--- src/rtl/led_chaser_pwm_pkg.sv ---
// Shared types for the LED chaser: pattern mode and bounce direction.
package led_chaser_pkg;
    typedef enum logic [1:0] {
        MODE_SHIFT  = 2'd0,
        MODE_BOUNCE = 2'd1,
        MODE_FILL   = 2'd2,
        MODE_ALL_ON = 2'd3
    } mode_e;

    typedef enum logic {
        DIR_UP   = 1'b0,
        DIR_DOWN = 1'b1
    } dir_e;
endpackage

--- src/rtl/led_chaser_pwm_if.sv ---
// Control/status bundle between board-level logic (master) and the LED chaser (slave).
interface led_chaser_pwm_if #(parameter int NUM_LEDS = 8);
    import led_chaser_pkg::*;

    logic                run;
    mode_e               mode;
    logic [NUM_LEDS-1:0] leds;
    logic                step_pulse;

    modport master (output run, output mode, input leds, input step_pulse);
    modport slave  (input run, input mode, output leds, output step_pulse);
endinterface

--- src/rtl/led_chaser_pwm_tick.sv ---
// Step prescaler: counts 0..TICK_DIV-1, tick is high while the count sits on its last value.
module led_tick_gen #(
    parameter int TICK_DIV = 8000000
) (
    input  logic clk,
    input  logic rst,
    input  logic clr,
    output logic tick
);
    localparam int CW = $clog2(TICK_DIV);
    localparam logic [CW-1:0] LAST = CW'(TICK_DIV - 1);
    localparam logic [CW-1:0] ONE  = CW'(1);

    logic [CW-1:0] r_cnt;
    logic          w_last;

    assign w_last = (r_cnt == LAST);
    assign tick   = !clr && w_last;

    always_ff @(posedge clk) begin
        if (rst || clr)  r_cnt <= '0;
        else if (w_last) r_cnt <= '0;
        else             r_cnt <= r_cnt + ONE;
    end
endmodule

--- src/rtl/led_chaser_pwm.sv ---
// LED pattern engine (shift/bounce/fill/all-on) stepped by a prescaler.
// Define LED_CHASER_FADE_EN for the PWM dimming trail behind lit LEDs.
module led_chaser_pwm
    import led_chaser_pkg::*;
#(
    parameter int NUM_LEDS = 8,
    parameter int TICK_DIV = 8000000,
    parameter int PWM_BITS = 4
) (
    input  logic                clk,
    input  logic                rst,
    led_chaser_pwm_if.slave     bus
);
    localparam int PW = $clog2(NUM_LEDS);
    localparam int FW = $clog2(NUM_LEDS + 1);
    localparam logic [PW-1:0]       POS_LAST = PW'(NUM_LEDS - 1);
    localparam logic [PW-1:0]       POS_ONE  = PW'(1);
    localparam logic [FW-1:0]       FILL_MAX = FW'(NUM_LEDS);
    localparam logic [FW-1:0]       FILL_ONE = FW'(1);
    localparam logic [NUM_LEDS-1:0] LED_ONE  = NUM_LEDS'(1);

    if (NUM_LEDS < 2) begin : g_chk_leds
        $error("NUM_LEDS must be >= 2");
    end
    if (TICK_DIV < 2) begin : g_chk_div
        $error("TICK_DIV must be >= 2");
    end
    if (PWM_BITS < 2) begin : g_chk_pwm
        $error("PWM_BITS must be >= 2");
    end

    logic                r_step_pulse;
    logic [NUM_LEDS-1:0] r_leds;
    logic [PW-1:0]       r_pos;
    dir_e                r_dir;
    logic [FW-1:0]       r_fill;
    mode_e               r_mode_q;

    logic                w_tick;
    logic                w_rearm;
    logic [PW-1:0]       w_pos_base, w_pos_nxt;
    dir_e                w_dir_base, w_dir_nxt;
    logic [FW-1:0]       w_fill_base, w_fill_nxt;
    logic [NUM_LEDS-1:0] w_frame;

    led_tick_gen #(.TICK_DIV(TICK_DIV)) u_tick (
        .clk  (clk),
        .rst  (rst),
        .clr  (!bus.run),
        .tick (w_tick)
    );

    // A mode change re-arms, so the step that sees it shows the new mode's first frame.
    assign w_rearm     = (bus.mode != r_mode_q);
    assign w_pos_base  = w_rearm ? '0 : r_pos;
    assign w_dir_base  = w_rearm ? DIR_UP : r_dir;
    assign w_fill_base = w_rearm ? '0 : r_fill;

    always_comb begin
        w_pos_nxt  = w_pos_base;
        w_dir_nxt  = w_dir_base;
        w_fill_nxt = w_fill_base;
        w_frame    = '0;
        case (bus.mode)
            MODE_SHIFT: begin
                w_frame   = LED_ONE << w_pos_base;
                w_pos_nxt = (w_pos_base == POS_LAST) ? '0 : w_pos_base + POS_ONE;
            end
            MODE_BOUNCE: begin
                w_frame = LED_ONE << w_pos_base;
                if (w_pos_base == POS_LAST) w_dir_nxt = DIR_DOWN;
                else if (w_pos_base == '0)  w_dir_nxt = DIR_UP;
                w_pos_nxt = (w_dir_nxt == DIR_UP) ? w_pos_base + POS_ONE : w_pos_base - POS_ONE;
            end
            MODE_FILL: begin
                w_fill_nxt = (w_fill_base == FILL_MAX) ? '0 : w_fill_base + FILL_ONE;
                w_frame    = (LED_ONE << w_fill_nxt) - LED_ONE;
            end
            default: w_frame = '1;
        endcase
    end

    always_ff @(posedge clk) begin
        if (rst) begin
            r_step_pulse <= 1'b0;
            r_pos        <= '0;
            r_dir        <= DIR_UP;
            r_fill       <= '0;
            r_mode_q     <= MODE_SHIFT;
        end else if (!bus.run) begin
            r_step_pulse <= 1'b0;
            r_pos        <= '0;
            r_dir        <= DIR_UP;
            r_fill       <= '0;
        end else begin
            r_step_pulse <= w_tick;
            if (w_tick) begin
                r_pos    <= w_pos_nxt;
                r_dir    <= w_dir_nxt;
                r_fill   <= w_fill_nxt;
                r_mode_q <= bus.mode;
            end
        end
    end

`ifdef LED_CHASER_FADE_EN
    logic [NUM_LEDS-1:0][PWM_BITS-1:0] r_bright, w_bright_nxt;
    logic [PWM_BITS-1:0]               r_pwm;
    logic [NUM_LEDS-1:0]               w_pwm_leds;
    logic                              w_full_on;

    // Compare against the upcoming brightness so the output changes in the step_pulse cycle.
    always_comb begin
        w_bright_nxt = r_bright;
        w_pwm_leds   = '0;
        for (int i = 0; i < NUM_LEDS; i++) begin
            if (w_tick) begin
                if (w_frame[i])            w_bright_nxt[i] = '1;
                else if (r_bright[i] != '0) w_bright_nxt[i] = r_bright[i] - PWM_BITS'(1);
            end
            w_pwm_leds[i] = (w_bright_nxt[i] > r_pwm);
        end
    end

    assign w_full_on = !bus.run || ((w_tick ? bus.mode : r_mode_q) == MODE_ALL_ON);

    always_ff @(posedge clk) begin
        if (rst) begin
            r_bright <= '0;
            r_pwm    <= '0;
            r_leds   <= '0;
        end else begin
            r_bright <= w_bright_nxt;
            r_pwm    <= r_pwm + PWM_BITS'(1);
            r_leds   <= w_full_on ? '1 : w_pwm_leds;
        end
    end
`else
    always_ff @(posedge clk) begin
        if (rst)           r_leds <= '0;
        else if (!bus.run) r_leds <= '1;
        else if (w_tick)   r_leds <= w_frame;
    end
`endif

    assign bus.leds       = r_leds;
    assign bus.step_pulse = r_step_pulse;
endmodule
--- src/flat_wrapper.sv ---
// flat-port wrapper written by rule: the top's interface ports become plain ports
module led_chaser_pwm_flat import led_chaser_pkg::*;
#(
    parameter int NUM_LEDS = 8,
    parameter int TICK_DIV = 8000000,
    parameter int PWM_BITS = 4
)
  (clk, rst, bus_run, bus_mode, bus_leds, bus_step_pulse);
  led_chaser_pwm_if #(.NUM_LEDS(NUM_LEDS)) bus_i ();
  input  logic clk;
  input  logic rst;
  input wire logic [$bits(bus_i.run)-1:0] bus_run;
  input wire logic [$bits(bus_i.mode)-1:0] bus_mode;
  output wire logic [$bits(bus_i.leds)-1:0] bus_leds;
  output wire logic [$bits(bus_i.step_pulse)-1:0] bus_step_pulse;
  assign bus_i.run = bus_run;
  assign bus_i.mode = bus_mode;
  assign bus_leds = bus_i.leds;
  assign bus_step_pulse = bus_i.step_pulse;
  led_chaser_pwm #(.NUM_LEDS(NUM_LEDS), .TICK_DIV(TICK_DIV), .PWM_BITS(PWM_BITS)) u_core (.clk(clk), .rst(rst), .bus(bus_i));
endmodule
--- config.mk ---
export PLATFORM = sky130hd
export DESIGN_NAME = led_chaser_pwm_flat
export DESIGN_NICKNAME = d
export VERILOG_FILES = /design/src/rtl/led_chaser_pwm_pkg.sv /design/src/rtl/led_chaser_pwm_if.sv /design/src/rtl/led_chaser_pwm_tick.sv /design/src/rtl/led_chaser_pwm.sv /design/src/flat_wrapper.sv
export SDC_FILE = /design/constraint.sdc
export NUM_CORES = 1
export LEC_CHECK = 0
export BUFFER_PORTS_ARGS = -buffer_cell sky130_fd_sc_hd__buf_2
export CELL_PAD_IN_SITES_DETAIL_PLACEMENT = 0
export CELL_PAD_IN_SITES_GLOBAL_PLACEMENT = 2
export CORE_MARGIN = 2
export CORE_UTILIZATION = 38
export CTS_BUF_LIST = sky130_fd_sc_hd__clkbuf_4 sky130_fd_sc_hd__clkbuf_8
export DETAILED_ROUTE_END_ITERATION = 10
export GPL_TIMING_DRIVEN = 0
export PLACE_DENSITY_LB_ADDON = 0.05
export SETUP_SLACK_MARGIN = 0.1
export SYNTH_ARGS = -nofsm -noshare
export SYNTH_HDL_FRONTEND = slang
export SYNTH_SLANG_ARGS = --single-unit
--- constraint.sdc ---
create_clock -name clk -period 4 [get_ports clk]
set_input_delay 0.6 -clock clk [delete_from_list [all_inputs] [get_ports clk]]
set_output_delay 0.6 -clock clk [all_outputs]
set_load 0.05 [all_outputs]
==> results by group <==
Yosys
  • Yosys reg bits: 42
  • Synthesized area: 0.00261 mm^2
  • Post-Syn Area per Cell: 8.06 um^2
  • Post-synth ARST share: 0%
  • Number of enable flip-flop cells after synthesis: 0
  • Yosys warnings: 0
  • Syn nets: 343
  • Ys flop type: dfxtp_1
  • Yosys cell types: 57
  • Cells after synthesis: 324
  • Sequential-to-total area share from yosys stat: 32.2%

STA
  • RSZ-0062 raised after global routing: false
  • Final Hold Fails: 0
  • Final WS setup: 397 ps
  • Setup violators final: 0
  • Rel. slew slack: 44.3%
  • Total negative setup slack: 0 ps
  • Highest clock rate: 278 MHz
  • Fin crit share: 90.1%
  • Final Max Slew Viols: 0
  • Final min period: 3600 ps
  • Clock skew: 9.40 ps
  • Worst Tran Pin Value: 824 ps

Worst setup path
  • R2r endpoint: u_core.bus.leds[4]$_SDFFE_PP0P_
  • Critical Path End Type: register
  • R2R depth: 14
  • CP Depth: 14
  • CP max stage cell: nor2_1
  • CP Launch Type: register
  • Max FO, Critical Path: 8
  • Worst Setup EP: u_core.bus.leds[4]$_SDFFE_PP0P_
  • CP peak stage delay: 570 ps
  • Worst-path cell chain: xor2_2, nor2_1, nand2_1, inv_1, ha_1, clkbuf_1, nand2_1, nor4_1, a221o_1, nand2_1, ha_1, and3b_1, a211oi_1, a221oi_1
  • Arrival time worst endpoint: 3810 ps
  • WP buf/inv: 2
  • Critical path type: reg -> reg
  • Reg2Reg Setup Slack: 400 ps
  • RR Startpoint: u_core.r_mode_q[1]$_SDFFE_PP0P_
  • Critical path data required time: 4200 ps
  • Kind of cell adding the most delay to the critical path: simple AND/OR/NAND/NOR gates
  • Crit path launch: u_core.r_mode_q[1]$_SDFFE_PP0P_
  • Most common cell on crit path: nand2_1

Placement
  • Detailed placement HPWL: 4.98 mm
  • GPL Wtd Cong: 0.795
  • I/O Buffers: 12
  • Pre-CTS WS: 113 ps

CTS
  • Clock Pin Slew Worst Setup and Hold Paths: 90 ps
  • Cts bufs inserted: 5
  • TritonCTS clock tree: yes
  • Root buf cell: clkbuf_8
  • Post-CTS Resized: 0
  • Clk buf depth: 2
  • Number of H-tree levels: 2
  • Postcts setup bufs: 0
  • Clk_lat worst skew: 290 ps
  • # hold bufs at CTS: 0
  • Clock sink total: 42

Floorplanning
  • Row cnt: 30
  • Die Ht: 86.9 um
  • Total die area: 0.00755 mm^2
  • I/O pins: 14
  • Initial Util: 38.9%
  • Total core area: 0.00672 mm^2
  • DIE WIDTH: 86.9 um

Power
  • Lkg Pwr: 1.07 nW
  • Power per Cell Area: 316 mW/mm^2
  • Max VDD drop: 0.190 mV

Routing
  • DRT iter0 DRCs: 100
  • Final wirelength: 6.68 mm
  • Number of routed nets with antenna violations: 0
  • DR vias: 2,302
  • DRT Pass-1 Iters: 4
  • DR vias/cell: 5.43
  • Routed len/inst: 15.8 um
  • DRC Markers: 0

Global route
  • GRT overflow: 0
  • Number of global-route vias before repair: 2,238
  • Initial antenna violation count: 0
  • Total GRT Usage: 18.9%
  • First-pass GRT wire length: 11.2 mm
  • Largest net degree at the start of global routing: 14

Final layout
  • Layout Nets: 362
  • Share of layout cells above drive strength 1: 12.2%
  • Antenna cells: 0
  • Area delta synth->final: 11.6%

Worst hold path
  • HP Class: reg -> reg
  • Hold Path Stages: 1

Status
  • Status: completed

Flow run
  • Max-cap viol count: 0
## power by group
part	total, mW	switching [mW]	internal (mW)
registers	0.429	0.00430	0.425
logic	0.0705	0.0521	0.0184
clock network	0.422	0.156	0.266
## sequential cells by signal, indices dropped and copies added (netlist names)
register,count
u_core.r_mode_q,2
u_core.r_fill,4
u_core.bus.step_pulse,1
u_core.bus.leds,8
u_core.u_tick.r_cnt,23
u_core.r_pos,3
u_core.r_dir,1
## through the flow
step	cell area, um^2	hold WS (ps)	util (%)	total power, mW	cells
CTS	2920	459	43.4	0.934	424
floorplan	2610	418	-	0.489	324
detailed placement	2770	443	41.3	0.510	416
global placement	2770	431	41.3	0.510	416
global route	2920	489	43.4	0.952	424
finish	2920	457	43.4	0.922	424
## how the worst min path moves through the flow
stage	end	slack, ps	startpoint
2_1_floorplan	u_core.u_tick.r_cnt[0]$_SDFF_PP0_	420	u_core.u_tick.r_cnt[0]$_SDFF_PP0_
3_3_place_gp	u_core.u_tick.r_cnt[0]$_SDFF_PP0_	430	u_core.u_tick.r_cnt[0]$_SDFF_PP0_
3_5_place_dp	u_core.u_tick.r_cnt[0]$_SDFF_PP0_	440	u_core.u_tick.r_cnt[0]$_SDFF_PP0_
4_1_cts	u_core.u_tick.r_cnt[0]$_SDFF_PP0_	460	u_core.u_tick.r_cnt[0]$_SDFF_PP0_
5_1_grt	u_core.u_tick.r_cnt[0]$_SDFF_PP0_	490	u_core.u_tick.r_cnt[0]$_SDFF_PP0_
6_report	u_core.u_tick.r_cnt[0]$_SDFF_PP0_	460	u_core.u_tick.r_cnt[0]$_SDFF_PP0_
## Yosys cell counts, types with 2 or more instances
library cell / n / area (um^2)
a31oi_1: 4 / 25.0
or3_1: 6 / 37.5
nand4_1: 3 / 18.8
a211oi_1: 5 / 37.5
clkbuf_1: 10 / 37.5
nor2b_1: 2 / 12.5
ha_1: 14 / 175
or2_2: 3 / 18.8
o211ai_1: 2 / 15.0
inv_1: 12 / 45.0
o32ai_1: 2 / 17.5
nor3_1: 11 / 55.1
a21oi_1: 26 / 130
nor2_1: 41 / 154
buf_2: 3 / 15.0
nand3_1: 13 / 65.1
and3_1: 8 / 50.1
a211o_1: 2 / 17.5
o21ai_0: 16 / 80.1
a21boi_0: 2 / 15.0
nand2b_1: 3 / 18.8
and3b_1: 3 / 26.3
xor2_1: 10 / 87.6
o21a_1: 4 / 30.0
a221oi_2: 3 / 45.0
xor2_2: 2 / 32.5
a221oi_1: 2 / 17.5
xnor2_1: 10 / 87.6
dfxtp_1: 42 / 841
xnor2_2: 2 / 32.5
nand2_1: 32 / 120
## area by class of cell
type                    instances  area (um^2)
fillers                       706         3800
multi-input cells             254         1650
flip-flops and latches         42          841
well taps                      80          100
clock buffers                   6         82.6
plain buffers                  16         75.1
clock inverters                 2         60.1
repair buffers                 12         60.1
inverters                      12         45.0
## routing by layer
| metal | track usage, % | up-vias | wire length, um |
|---|---|---|---|
| li1 | - | 1190 | - |
| met1 | 24.8 | 1062 | 3130 |
| met2 | 32.1 | 42 | 3300 |
| met3 | 2.84 | 8 | 160 |
| met4 | 5.26 | 0 | 95 |
| met5 | 0 | - | 0 |
## worst register-to-register path: stages, from the launching register on
cell,delay (ps)
dfxtp_1,480
xor2_2,180
nor2_1,570
nand2_1,210
inv_1,120
ha_1,140
clkbuf_1,300
nand2_1,170
nor4_1,260
a221o_1,200
nand2_1,80
ha_1,260
and3b_1,230
a211oi_1,40
a221oi_1,290
## kinds of logic (layout without fill, tap and decap cells)
logic type / Yosys count / in the layout / synth area share [%]
adders and majority gates: 14 / 14 / 6.71
xor gates and xnor gates: 24 / 24 / 9.20
DFF: 42 / 42 / 32.2
buffers and inverters: 28 / 48 / 4.60
and+or+nand+nor: 135 / 135 / 25.8
AOI/OAI and AO/OA: 81 / 81 / 21.6
## layout by cell type (no fill, tap or decap), types with 4 or more instances in the layout
cell type  Yosys  final
or3_1          6      6
nor2_1        41     41
a211oi_1       5      5
nand2_1       32     32
xnor2_1       10     10
and3_1         8      8
dfxtp_1       42     42
buf_2          3     15
a21oi_1       26     26
a31oi_1        4      4
nand3_1       13     13
o21a_1         4      4
ha_1          14     14
inv_1         12     12
nor3_1        11     11
clkbuf_8       0      6
o21ai_0       16     16
clkbuf_1      10     10
xor2_1        10     10
(Power assumes the default switching activity.)
